## config.mk

```make
export PLATFORM = sky130hd
export DESIGN_NAME = obc_shift_accumulator_flat
export DESIGN_NICKNAME = d
export VERILOG_FILES = /design/src/rtl/obc_dft_pkg.sv /design/src/rtl/obc_shift_accumulator_if.sv /design/src/rtl/obc_slice_adder.sv /design/src/rtl/obc_shift_accumulator.sv /design/src/flat_wrapper.sv
export SDC_FILE = /design/constraint.sdc
export NUM_CORES = 1
export LEC_CHECK = 0
export CELL_PAD_IN_SITES_DETAIL_PLACEMENT = 1
export CELL_PAD_IN_SITES_GLOBAL_PLACEMENT = 1
export CORE_MARGIN = 2
export CORE_UTILIZATION = 45
export CTS_CLUSTER_SIZE = 12
export DETAILED_ROUTE_END_ITERATION = 8
export HOLD_SLACK_MARGIN = 0.05
export PLACE_DENSITY_LB_ADDON = 0.25
export SYNTH_ARGS = -nofsm -noshare
export SYNTH_HDL_FRONTEND = slang
export SYNTH_HIERARCHICAL = 1
export SYNTH_SLANG_ARGS = --single-unit
```

## constraint.sdc

```tcl
create_clock -name clk -period 12.8 [get_ports clk]
set_input_delay 2.56 -clock clk [delete_from_list [all_inputs] [get_ports clk]]
set_output_delay 2.56 -clock clk [all_outputs]
set_load 0.02 [all_outputs]
```

## src/rtl/obc_dft_pkg.sv

```systemverilog
// rtl/obc_dft_pkg.sv - shared OBC DFT widths and accumulator state type
package obc_dft_pkg;

    localparam int DATA_W  = 32;
    localparam int IN_BITS = 8;
    localparam int NUM_ROM = 8;
    localparam int SUM_W   = DATA_W + $clog2(NUM_ROM);
    localparam int ACC_W   = SUM_W + IN_BITS;

    typedef enum logic [1:0] {
        IDLE,
        ACCUM,
        FINAL
    } state_t;

endpackage

```

## src/rtl/obc_shift_accumulator_if.sv

```systemverilog
// rtl/obc_shift_accumulator_if.sv - slice/result bundle for the OBC shift accumulator (sat_flag under OBC_SAT_EN)
interface obc_shift_accumulator_if #(
    parameter int DATA_W  = obc_dft_pkg::DATA_W,
    parameter int IN_BITS = obc_dft_pkg::IN_BITS
);
    localparam int ACC_W = DATA_W + 3 + IN_BITS;

    logic                     start;
    logic signed [DATA_W-1:0] offset_in;
    logic                     slice_valid;
    logic signed [DATA_W-1:0] rom_in0;
    logic signed [DATA_W-1:0] rom_in1;
    logic signed [DATA_W-1:0] rom_in2;
    logic signed [DATA_W-1:0] rom_in3;
    logic signed [DATA_W-1:0] rom_in4;
    logic signed [DATA_W-1:0] rom_in5;
    logic signed [DATA_W-1:0] rom_in6;
    logic signed [DATA_W-1:0] rom_in7;
    logic                     busy;
    logic signed [ACC_W-1:0]  y_out;
    logic                     y_valid;
`ifdef OBC_SAT_EN
    logic                     sat_flag;
`endif

    modport master (
        input  busy, y_out, y_valid,
`ifdef OBC_SAT_EN
        input  sat_flag,
`endif
        output start, offset_in, slice_valid,
        output rom_in0, rom_in1, rom_in2, rom_in3,
        output rom_in4, rom_in5, rom_in6, rom_in7
    );

    modport slave (
        output busy, y_out, y_valid,
`ifdef OBC_SAT_EN
        output sat_flag,
`endif
        input  start, offset_in, slice_valid,
        input  rom_in0, rom_in1, rom_in2, rom_in3,
        input  rom_in4, rom_in5, rom_in6, rom_in7
    );

endinterface

```

## src/rtl/obc_slice_adder.sv

```systemverilog
// rtl/obc_slice_adder.sv - combinational signed 8-input adder tree for one bit-slice
module obc_slice_adder #(
    parameter int DATA_W = obc_dft_pkg::DATA_W,
    parameter int SUM_W  = obc_dft_pkg::SUM_W
) (
    input  logic signed [DATA_W-1:0] rom_in0,
    input  logic signed [DATA_W-1:0] rom_in1,
    input  logic signed [DATA_W-1:0] rom_in2,
    input  logic signed [DATA_W-1:0] rom_in3,
    input  logic signed [DATA_W-1:0] rom_in4,
    input  logic signed [DATA_W-1:0] rom_in5,
    input  logic signed [DATA_W-1:0] rom_in6,
    input  logic signed [DATA_W-1:0] rom_in7,
    output logic signed [SUM_W-1:0]  sum
);

    // Every level is carried at SUM_W so the three growth bits absorb all carries.
    logic signed [SUM_W-1:0] l1_0, l1_1, l1_2, l1_3;
    logic signed [SUM_W-1:0] l2_0, l2_1;

    assign l1_0 = SUM_W'(rom_in0) + SUM_W'(rom_in1);
    assign l1_1 = SUM_W'(rom_in2) + SUM_W'(rom_in3);
    assign l1_2 = SUM_W'(rom_in4) + SUM_W'(rom_in5);
    assign l1_3 = SUM_W'(rom_in6) + SUM_W'(rom_in7);
    assign l2_0 = l1_0 + l1_1;
    assign l2_1 = l1_2 + l1_3;
    assign sum  = l2_0 + l2_1;

endmodule

```

## src/rtl/obc_shift_accumulator.sv

```systemverilog
// rtl/obc_shift_accumulator.sv - LSB-first OBC bit-slice accumulator producing one DFT component per frame (optional clamp: OBC_SAT_EN)
module obc_shift_accumulator #(
    parameter int DATA_W  = obc_dft_pkg::DATA_W,
    parameter int IN_BITS = obc_dft_pkg::IN_BITS
) (
    input  logic                   clk,
    input  logic                   rst,
    obc_shift_accumulator_if.slave bus
);
    import obc_dft_pkg::*;

    localparam int SUM_W = DATA_W + 3;
    localparam int ACC_W = SUM_W + IN_BITS;
    localparam int IDX_W = $clog2(IN_BITS);
    localparam logic [IDX_W-1:0] LAST_IDX = IDX_W'(IN_BITS - 1);

    state_t                   state, state_nxt;
    logic signed [SUM_W-1:0]  s;
    logic signed [ACC_W-1:0]  acc, acc_nxt;
    logic signed [ACC_W-1:0]  shifted, total;
    logic signed [ACC_W-1:0]  y_out_q, y_out_nxt;
    logic signed [DATA_W-1:0] offset_reg, offset_nxt;
    logic [IDX_W-1:0]         idx, idx_nxt;
    logic                     busy_q, busy_nxt;
    logic                     yv_q, yv_nxt;
`ifdef OBC_SAT_EN
    localparam logic signed [ACC_W-1:0] SAT_MAX = ACC_W'({1'b0, {(DATA_W-1){1'b1}}});
    localparam logic signed [ACC_W-1:0] SAT_MIN = ~SAT_MAX;
    logic                     sat_q, sat_nxt;
`endif

    obc_slice_adder #(
        .DATA_W (DATA_W),
        .SUM_W  (SUM_W)
    ) u_slice_adder (
        .rom_in0 (bus.rom_in0),
        .rom_in1 (bus.rom_in1),
        .rom_in2 (bus.rom_in2),
        .rom_in3 (bus.rom_in3),
        .rom_in4 (bus.rom_in4),
        .rom_in5 (bus.rom_in5),
        .rom_in6 (bus.rom_in6),
        .rom_in7 (bus.rom_in7),
        .sum     (s)
    );

    assign shifted = ACC_W'(s) << idx;
    assign total   = acc + ACC_W'(offset_reg);

    always_comb begin
        state_nxt  = state;
        acc_nxt    = acc;
        idx_nxt    = idx;
        offset_nxt = offset_reg;
        busy_nxt   = busy_q;
        y_out_nxt  = y_out_q;
        yv_nxt     = 1'b0;
`ifdef OBC_SAT_EN
        sat_nxt    = 1'b0;
`endif
        case (state)
            IDLE: begin
                if (bus.start) begin
                    acc_nxt    = '0;
                    idx_nxt    = '0;
                    offset_nxt = bus.offset_in;
                    busy_nxt   = 1'b1;
                    state_nxt  = ACCUM;
                end
            end
            ACCUM: begin
                if (bus.slice_valid) begin
                    // The MSB slice carries the sign weight of the two's-complement input.
                    if (idx == LAST_IDX) begin
                        acc_nxt   = acc - shifted;
                        state_nxt = FINAL;
                    end else begin
                        acc_nxt = acc + shifted;
                        idx_nxt = idx + IDX_W'(1);
                    end
                end
            end
            FINAL: begin
`ifdef OBC_SAT_EN
                if (total > SAT_MAX) begin
                    y_out_nxt = SAT_MAX;
                    sat_nxt   = 1'b1;
                end else if (total < SAT_MIN) begin
                    y_out_nxt = SAT_MIN;
                    sat_nxt   = 1'b1;
                end else begin
                    y_out_nxt = total;
                end
`else
                y_out_nxt = total;
`endif
                yv_nxt    = 1'b1;
                busy_nxt  = 1'b0;
                state_nxt = IDLE;
            end
            default: state_nxt = IDLE;
        endcase
    end

    always_ff @(posedge clk or posedge rst) begin
        if (rst) begin
            state      <= IDLE;
            acc        <= '0;
            idx        <= '0;
            offset_reg <= '0;
            busy_q     <= 1'b0;
            y_out_q    <= '0;
            yv_q       <= 1'b0;
`ifdef OBC_SAT_EN
            sat_q      <= 1'b0;
`endif
        end else begin
            state      <= state_nxt;
            acc        <= acc_nxt;
            idx        <= idx_nxt;
            offset_reg <= offset_nxt;
            busy_q     <= busy_nxt;
            y_out_q    <= y_out_nxt;
            yv_q       <= yv_nxt;
`ifdef OBC_SAT_EN
            sat_q      <= sat_nxt;
`endif
        end
    end

    assign bus.busy    = busy_q;
    assign bus.y_out   = y_out_q;
    assign bus.y_valid = yv_q;
`ifdef OBC_SAT_EN
    assign bus.sat_flag = sat_q;
`endif

endmodule

```

## src/flat_wrapper.sv

```systemverilog
// flat-port wrapper written by rule: the top's interface ports become plain ports
module obc_shift_accumulator_flat import obc_dft_pkg::*;
#(
    parameter int DATA_W  = obc_dft_pkg::DATA_W,
    parameter int IN_BITS = obc_dft_pkg::IN_BITS
)
  (clk, rst, bus_busy, bus_y_out, bus_y_valid, bus_start, bus_offset_in, bus_slice_valid, bus_rom_in0, bus_rom_in1, bus_rom_in2, bus_rom_in3, bus_rom_in4, bus_rom_in5, bus_rom_in6, bus_rom_in7);
  obc_shift_accumulator_if #(.DATA_W(DATA_W), .IN_BITS(IN_BITS)) bus_i ();
  input  logic clk;
  input  logic rst;
  output wire logic [$bits(bus_i.busy)-1:0] bus_busy;
  output wire logic [$bits(bus_i.y_out)-1:0] bus_y_out;
  output wire logic [$bits(bus_i.y_valid)-1:0] bus_y_valid;
  input wire logic [$bits(bus_i.start)-1:0] bus_start;
  input wire logic [$bits(bus_i.offset_in)-1:0] bus_offset_in;
  input wire logic [$bits(bus_i.slice_valid)-1:0] bus_slice_valid;
  input wire logic [$bits(bus_i.rom_in0)-1:0] bus_rom_in0;
  input wire logic [$bits(bus_i.rom_in1)-1:0] bus_rom_in1;
  input wire logic [$bits(bus_i.rom_in2)-1:0] bus_rom_in2;
  input wire logic [$bits(bus_i.rom_in3)-1:0] bus_rom_in3;
  input wire logic [$bits(bus_i.rom_in4)-1:0] bus_rom_in4;
  input wire logic [$bits(bus_i.rom_in5)-1:0] bus_rom_in5;
  input wire logic [$bits(bus_i.rom_in6)-1:0] bus_rom_in6;
  input wire logic [$bits(bus_i.rom_in7)-1:0] bus_rom_in7;
  assign bus_busy = bus_i.busy;
  assign bus_y_out = bus_i.y_out;
  assign bus_y_valid = bus_i.y_valid;
  assign bus_i.start = bus_start;
  assign bus_i.offset_in = bus_offset_in;
  assign bus_i.slice_valid = bus_slice_valid;
  assign bus_i.rom_in0 = bus_rom_in0;
  assign bus_i.rom_in1 = bus_rom_in1;
  assign bus_i.rom_in2 = bus_rom_in2;
  assign bus_i.rom_in3 = bus_rom_in3;
  assign bus_i.rom_in4 = bus_rom_in4;
  assign bus_i.rom_in5 = bus_rom_in5;
  assign bus_i.rom_in6 = bus_rom_in6;
  assign bus_i.rom_in7 = bus_rom_in7;
  obc_shift_accumulator #(.DATA_W(DATA_W), .IN_BITS(IN_BITS)) u_core (.clk(clk), .rst(rst), .bus(bus_i));
endmodule
```

==> impl_results.md, run 1 <==
- First-pass GRT wire length: 90.1 mm
- Most common cell after layout, fill and taps aside: inv_1
- Total track usage: 24.8%
- WP depth: 36
- Initial antenna violation count: 0
- # IOs: 337
- Commonest non-fill, non-tap cells in the layout: inv_1, clkdlybuf4s50_1, fa_1
- Max stage delay on crit path: 0.54 ns
- Full die area: 0.0441 mm^2
- Final RePlAce weighted congestion: 0.909
- # clock sinks: 125
- Tmin final: 11.55 ns
- Slew margin rel.: 41.1%
- CTS Root Buffer Type: clkbuf_16
- Max Buffers Root-to-Sink: 2
- Layout area overhead: 23.3%
- EDFF count, synth: 0
- Post-cts gate resize count: 0
- CTS hold repair buffers: 0
- Final worst path period share: 90.2%
- Clk pin slew, worst setup/hold paths: 0.06 ns
- Antenna-violating nets left: 0
- Clk Latency, worst-skew pair: 0.44 ns
- Vias: 16,500
- Worst hold path depth: 2
- Core area: 0.0419 mm^2
- Final setup TNS: 0 ns
- Mapped Nets: 2,845
- Routed vias/inst: 5.36
- Cell row count: 75
- Sequential fraction of the synthesis area: 16.4%
- Primary FF master, synth: dfrtp_1
- Hold Vio Cnt, Final: 0
- CTS tree: done
- Vias in the first global route: 18,400
- Mean post-synth cell area: 8.55 um^2
- Clk_skew: 0.0111 ns
- Critical path's top delay family: adder cells
- Share of cells above drive strength 1: 5.51%
- Initial DRC Count: 646
- Setup crit start kind: input pin
- MaxCap Viol Count: 0
- Worst Reg-to-Reg Cells: 20
- Critical path peak fanout: 6
- Height of the chip: 210 um
- Diodes inserted: 0
- Required time of the worst setup path: 13.12 ns
- Critical-path top delay cell: mux4_1
- WL final: 53.6 mm
- Yosys cell types: 88
- WS Path Type: input pin to register
- H-tree levels: 4
- CTS buffer count: 17
- Die width: 210 um
- Critical path buffer and inverter count: 5
- DRC viols: 0
- Post-CTS setup buffer count: 0
- Drt first pass iters: 4
- Yosys reg bits: 125
- HPWL Detailed: 46.0 mm
- Final setup fails: 0
- Crit end category: register
- Fmax: 0.0866 GHz
- Starting Density: 45.6%
- Cell mode on critical path: fa_1
- Buffers on Ports: 336
- HP Class: register to register
- Worst-margin pin slew: 0.883 ns
- Synth Instances: 2,234
- Wire per inst: 17.4 um
- Gr ovfl total: 0
- Post-synth ARST share: 100%
- Nets: 3,140
- Mapped Area: 0.0191 mm^2
- Status: completed
- Max-slew violation count: 0
- Worst path arrival time: 11.87 ns
- Largest net degree at the start of global routing: 73
- RSZ-0062 raised after global routing: no
- YS warnings: 6
synthesized netlist by cell type (6+ instances only):
cell	number	share of area [%]
nand3_1	37	0.97
ha_1	122	8.0
o21bai_1	12	0.47
nand2b_1	17	0.56
buf_1	7	0.14
nor3b_1	12	0.47
nand4_1	12	0.39
mux2_2	50	2.9
and3_1	24	0.79
nor3_1	26	0.68
fa_1	197	21
nor4_1	7	0.23
a21o_1	61	2.4
o21ai_0	132	3.5
clkbuf_1	50	0.98
nor2b_1	22	0.72
a21oi_1	155	4.1
and2_1	10	0.33
o21a_1	15	0.59
dfrtp_1	125	16
nor2_1	93	1.8
xor2_1	64	2.9
mux4_2	13	1.5
or2_2	8	0.26
buf_2	10	0.26
mux2i_1	55	2.9
inv_1	448	8.8
a22o_1	7	0.32
o31ai_1	12	0.47
nand2_1	178	3.5
o211ai_1	15	0.59
xnor2_1	69	3.2
a31oi_1	24	0.79
or3_1	8	0.26
a211oi_1	22	0.86
o22ai_1	6	0.20
per-layer routing:
metal  vias to the layer above  track usage (%)  wire length [um]
li1                       8056                -                 -
met1                      8095             31.6             24000
met2                       304             45.1             27000
met3                        46             2.71              1680
met4                         0             5.92               861
met5                         -                0                 0
kinds of logic after synthesis:
| kind of cell | share of synthesized area (%) |
|---|---|
| AO/OA/AOI/OAI | 17.6 |
| AND/OR/NAND/NOR | 12.6 |
| adder cells (fa/ha/maj) | 28.6 |
| buffers and inverters | 10.6 |
| multiplexers | 8.16 |
| XOR/XNOR | 6.10 |
| flip-flops | 16.4 |
layout make-up:
class / instances / area [um^2]
inverter: 449 / 1690
tap: 539 / 674
timing repair buffer: 350 / 3470
fill: 4912 / 18400
clock buffer: 20 / 467
clock inverter: 10 / 164
sequential: 125 / 3130
multi-input combinational: 1586 / 14000
metrics by stage:
step,hold slack (ns),cell area [um^2],utilization (%),cells,setup slack (ns)
3_5_place_dp,0.470,22900,54.7,3049,0.809
5_1_grt,0.512,23600,56.2,3079,0.615
4_1_cts,0.483,23600,56.2,3079,1.26
6_report,0.472,23600,56.2,3079,1.25
3_3_place_gp,0.461,22900,54.7,3049,1.00
2_1_floorplan,0.452,19100,-,2234,2.33
worst reg2reg max path, stage by stage, from the launching register on:
cell and delay (ns):
dfrtp_2 0.74, buf_4 0.65, mux4_1 0.73, or2_2 0.33, a21oi_1 0.22, and2_1 0.19
nand2_1 0.13, nor4b_2 0.45, and2_1 0.24, nor3b_4 0.30, a21oi_1 0.13, xor2_1 0.17
ha_1 0.39, a21oi_1 0.10, nor2b_1 0.14, o21ai_0 0.09, nand2b_1 0.13, a41oi_1 0.09
a2111oi_0 0.57, mux2i_1 0.24, nand2_1 0.06
worst paths after layout:
| kind | start | endpoint | slack, ns |
|---|---|---|---|
| setup / recovery | bus_rom_in3[2] | u_core/acc[40] | 1.25 |
| hold / removal | u_core/bus.y_out[28] | u_core/bus.y_out[28] | 0.47 |
| setup reg to reg | u_core/idx[1] | u_core/acc[41] | 6.59 |
| hold reg to reg | u_core/bus.y_out[28] | u_core/bus.y_out[28] | 0.47 |
| max in group asynchronous | rst | u_core/acc[10] | 8.83 |
| min in group asynchronous | rst | u_core/bus.y_out[37] | 2.59 |
Power of run 1 is left out: the tool's default activity adds up to more than one toggle a clock period on the data nets, which glitch-free logic cannot reach.
==> run 2, diff against run 1 <==
--- a/config.mk
+++ b/config.mk
@@ -5,14 +5,16 @@
 export SDC_FILE = /design/constraint.sdc
 export NUM_CORES = 1
 export LEC_CHECK = 0
+export ABC_AREA = 1
 export CELL_PAD_IN_SITES_DETAIL_PLACEMENT = 1
 export CELL_PAD_IN_SITES_GLOBAL_PLACEMENT = 1
 export CORE_MARGIN = 2
-export CORE_UTILIZATION = 45
+export CORE_UTILIZATION = 43
+export CTS_CLUSTER_DIAMETER = 40
 export CTS_CLUSTER_SIZE = 12
 export DETAILED_ROUTE_END_ITERATION = 8
 export HOLD_SLACK_MARGIN = 0.05
-export PLACE_DENSITY_LB_ADDON = 0.25
+export PLACE_DENSITY = 0.86
 export SYNTH_ARGS = -nofsm -noshare
 export SYNTH_HDL_FRONTEND = slang
 export SYNTH_HIERARCHICAL = 1
==> run 2 against run 1 <==
Effect of this change: final cell count up 31%; final area up 7.1%; via count up 29%; clock skew up 0.0036 ns; worst setup slack better by 1.0 ns; utilization down 3.1 points; wire length up 41%; die area up 13%; sequential share of layout area down 0.90 points; largest cell class unchanged; first-iteration DRC count up 49%.
==> impl_results.md, run 2 <==
- Wire per inst: 18.7 um (+7.6%)
- Diodes inserted: 0 (unchanged)
- Crit end category: register
- Core area: 0.0475 mm^2 (+13%)
- Nets: 4,024 (+28%)
- MaxCap Viol Count: 0 (unchanged)
- R2r setup slk: 7.15 ns (+0.56 ns)
- Layout area overhead: 22.2%
- Setup crit start kind: input pin
- Initial antenna violation count: 0 (unchanged)
- Hold WS: 0.482 ns (+0.00992 ns)
- Yosys cell types: 52 (-41%)
- Commonest non-fill, non-tap cells in the layout: nand2_1, inv_1, clkdlybuf4s50_1
- CTS tree: done
- Drt first pass iters: 6 (+2)
- CTS Root Buffer Type: clkbuf_16
- Max Buffers Root-to-Sink: 2 (unchanged)
- Yosys reg bits: 125 (unchanged)
- Most frequent cell after synthesis: nand2_1
- Worst-margin pin slew: 1.17 ns (+0.282 ns)
- DRC viols: 0 (unchanged)
- Clk_skew: 0.0147 ns (+0.00358 ns)
- First-pass GRT wire length: 122 mm (+36%)
- Post-synthesis mux area share: 1.63% (-6.5 points)
- Buffers on Ports: 336 (unchanged)
- Share of cells above drive strength 1: 4.32% (-1.2 points)
- RSZ-0062 raised after global routing: no
- WL final: 75.7 mm (+41%)
- Sequential fraction of the synthesis area: 15.1% (-1.2 points)
- Post-synth top area cell: fa_1
- Mapped Nets: 3,709 (+30%)
- Initial DRC Count: 964 (+49%)
- HPWL Detailed: 66.7 mm (+45%)
- Routed vias/inst: 5.26 (-1.8%)
- Final worst path period share: 82.1% (-8.1 points)
- Die width: 223 um (+6.3%)
- Final setup TNS: 0 ns (unchanged)
- Most frequent cells after synthesis: nand2_1, inv_1, nor2_1, nand3_1, fa_1
- Cell row count: 80 (+6.7%)
- Mean post-synth cell area: 6.67 um^2 (-22%)
- Post-CTS setup buffer count: 0 (unchanged)
- Post-synthesis compound-gate area fraction: 11.0% (-6.7 points)
- Fmax: 0.0952 GHz (+9.9%)
- Cell mode on critical path: nand2_1
- WS Path Type: input pin to register
- Slew margin rel.: 22.2% (-19 points)
- CTS hold repair buffers: 0 (unchanged)
- Largest family of logic cells by synthesized area: simple AND/OR/NAND/NOR gates
- Largest cells by area after synthesis: fa_1, dfrtp_1, nand2_1, inv_1, ha_1
- Final setup fails: 0 (unchanged)
- # clock sinks: 125 (unchanged)
- Vias: 21,300 (+29%)
- Post-cts gate resize count: 0 (unchanged)
- Antenna-violating nets left: 0 (unchanged)
- Starting Density: 43.5% (-2.1 points)
- Critical path buffer and inverter count: 5 (unchanged)
- HP Class: register to register
- Critical path's top delay family: adder cells
- Synth Area in Simple Gates: 27.6% (+15 points)
- Post-synthesis xor/xnor area fraction: 3.26% (-2.8 points)
- Final worst setup slack: 2.29 ns (+1.04 ns)
- Most common cell after layout, fill and taps aside: nand2_1
- Status: completed
- YS warnings: 6 (unchanged)
- EDFF count, synth: 0 (unchanged)
- Clk pin slew, worst setup/hold paths: 0.06 ns (about the same)
- Top cell type's share of synthesized area: 19.1% (-1.6 points)
- Largest net degree at the start of global routing: 68 (-6.8%)
- Height of the chip: 223 um (+6.3%)
- Clk Latency, worst-skew pair: 0.44 ns (about the same)
- CTS buffer count: 17 (unchanged)
- Hold Vio Cnt, Final: 0 (unchanged)
- Mapped Area: 0.0207 mm^2 (+8.1%)
- Critical-path top delay cell: a221oi_1
- Critical path peak fanout: 4 (-2)
- Tmin final: 10.51 ns (-1.04 ns)
- Required time of the worst setup path: 13.18 ns (+0.06 ns)
- H-tree levels: 4 (unchanged)
- Max-slew violation count: 0 (unchanged)
- Full die area: 0.0498 mm^2 (+13%)
- Total track usage: 31.1% (+6.3 points)
- # IOs: 337 (unchanged)
- Gr ovfl total: 0 (unchanged)
- Fill cells: 6,272 (+28%)
- Primary FF master, synth: dfrtp_1
- Worst slack, placed: 1.97 ns (+1.16 ns)
- Final RePlAce weighted congestion: 0.959 (+5.5%)
- Post-synth ARST share: 100% (unchanged)
- Worst path arrival time: 10.89 ns (-0.98 ns)
- Synth Instances: 3,098 (+39%)
- Vias in the first global route: 24,100 (+31%)
- Max stage delay on crit path: 0.65 ns (+0.11 ns)
- Adder-cell share of the synthesized area: 26.5% (-2.2 points)
-- run 2: changes by cell type after synthesis, moves of 18 or more --
cell      change
nand2_1     +608
inv_1       +291
nand3_1     +180
nor2_1      +127
mux2i_1      -55
xnor2_1      -50
a21o_1       -49
nand2_2      +28
clkbuf_1     -25
nor2b_1      -22
a21oi_1      -21
mux2_2       -20
o21ai_0      +19
a211oi_1     -18
-- run 2: final timing paths --
check,startpoint,cells after the start,to
setup / recovery,bus_rom_in0[2],39,u_core/acc[35]
hold / removal,u_core/bus.y_out[36],2,u_core/bus.y_out[36]
setup reg to reg,u_core/idx[2],22,u_core/acc[35]
min in group asynchronous,rst,2,u_core/bus.y_out[2]
max in group asynchronous,rst,3,u_core/bus.y_out[29]
hold reg to reg,u_core/bus.y_out[36],2,u_core/bus.y_out[36]
-- run 2: metrics by stage --
stage | utilization [%] | std cells | cell area (um^2)
2_1_floorplan | - | 3098 | 20700
3_3_place_gp | 51.7 | 4009 | 24600
3_5_place_dp | 51.7 | 4009 | 24600
4_1_cts | 53.1 | 4040 | 25200
5_1_grt | 53.1 | 4040 | 25200
6_report | 53.1 | 4040 | 25200
-- run 2: worst register-to-register path, delay by kind of cell (launching register included) --
family	cells	cell delay, ns
simple gates	12	2.14
compound gates	7	1.73
buf+inv	2	1.01
fa+ha+maj	1	0.38
flops	1	0.32
-- run 2: kinds of logic (layout without fill, tap and decap cells) --
kind of cell	after synthesis	after routing
flip-flops	125	125
XOR/XNOR	77	77
AO/OA/AOI/OAI	402	402
buffers and inverters	798	1125
multiplexers	30	30
AND/OR/NAND/NOR	1347	1347
adder cells (fa/ha/maj)	319	319
-- run 2: routing by layer --
metal | GRT usage (%) | part of all wire (%) | vias to the layer above
li1 | - | - | 10200
met1 | 32.7 | 38 | 10400
met2 | 61.3 | 54 | 508
met3 | 2.46 | 2.9 | 180
met4 | 16.3 | 5.3 | 0
met5 | 0 | 0 | -
-- run 2: layout make-up --
type	count	area, um^2	share of cell area, %
well taps	615	769	3.05
repair buffers	344	3420	13.6
clock buffers	25	495	1.96
flip-flops and latches	125	3130	12.4
inverters	750	2820	11.2
clock inverters	6	155	0.615
multi-input cells	2175	14500	57.2
Power of run 2 is left out for the same reason.
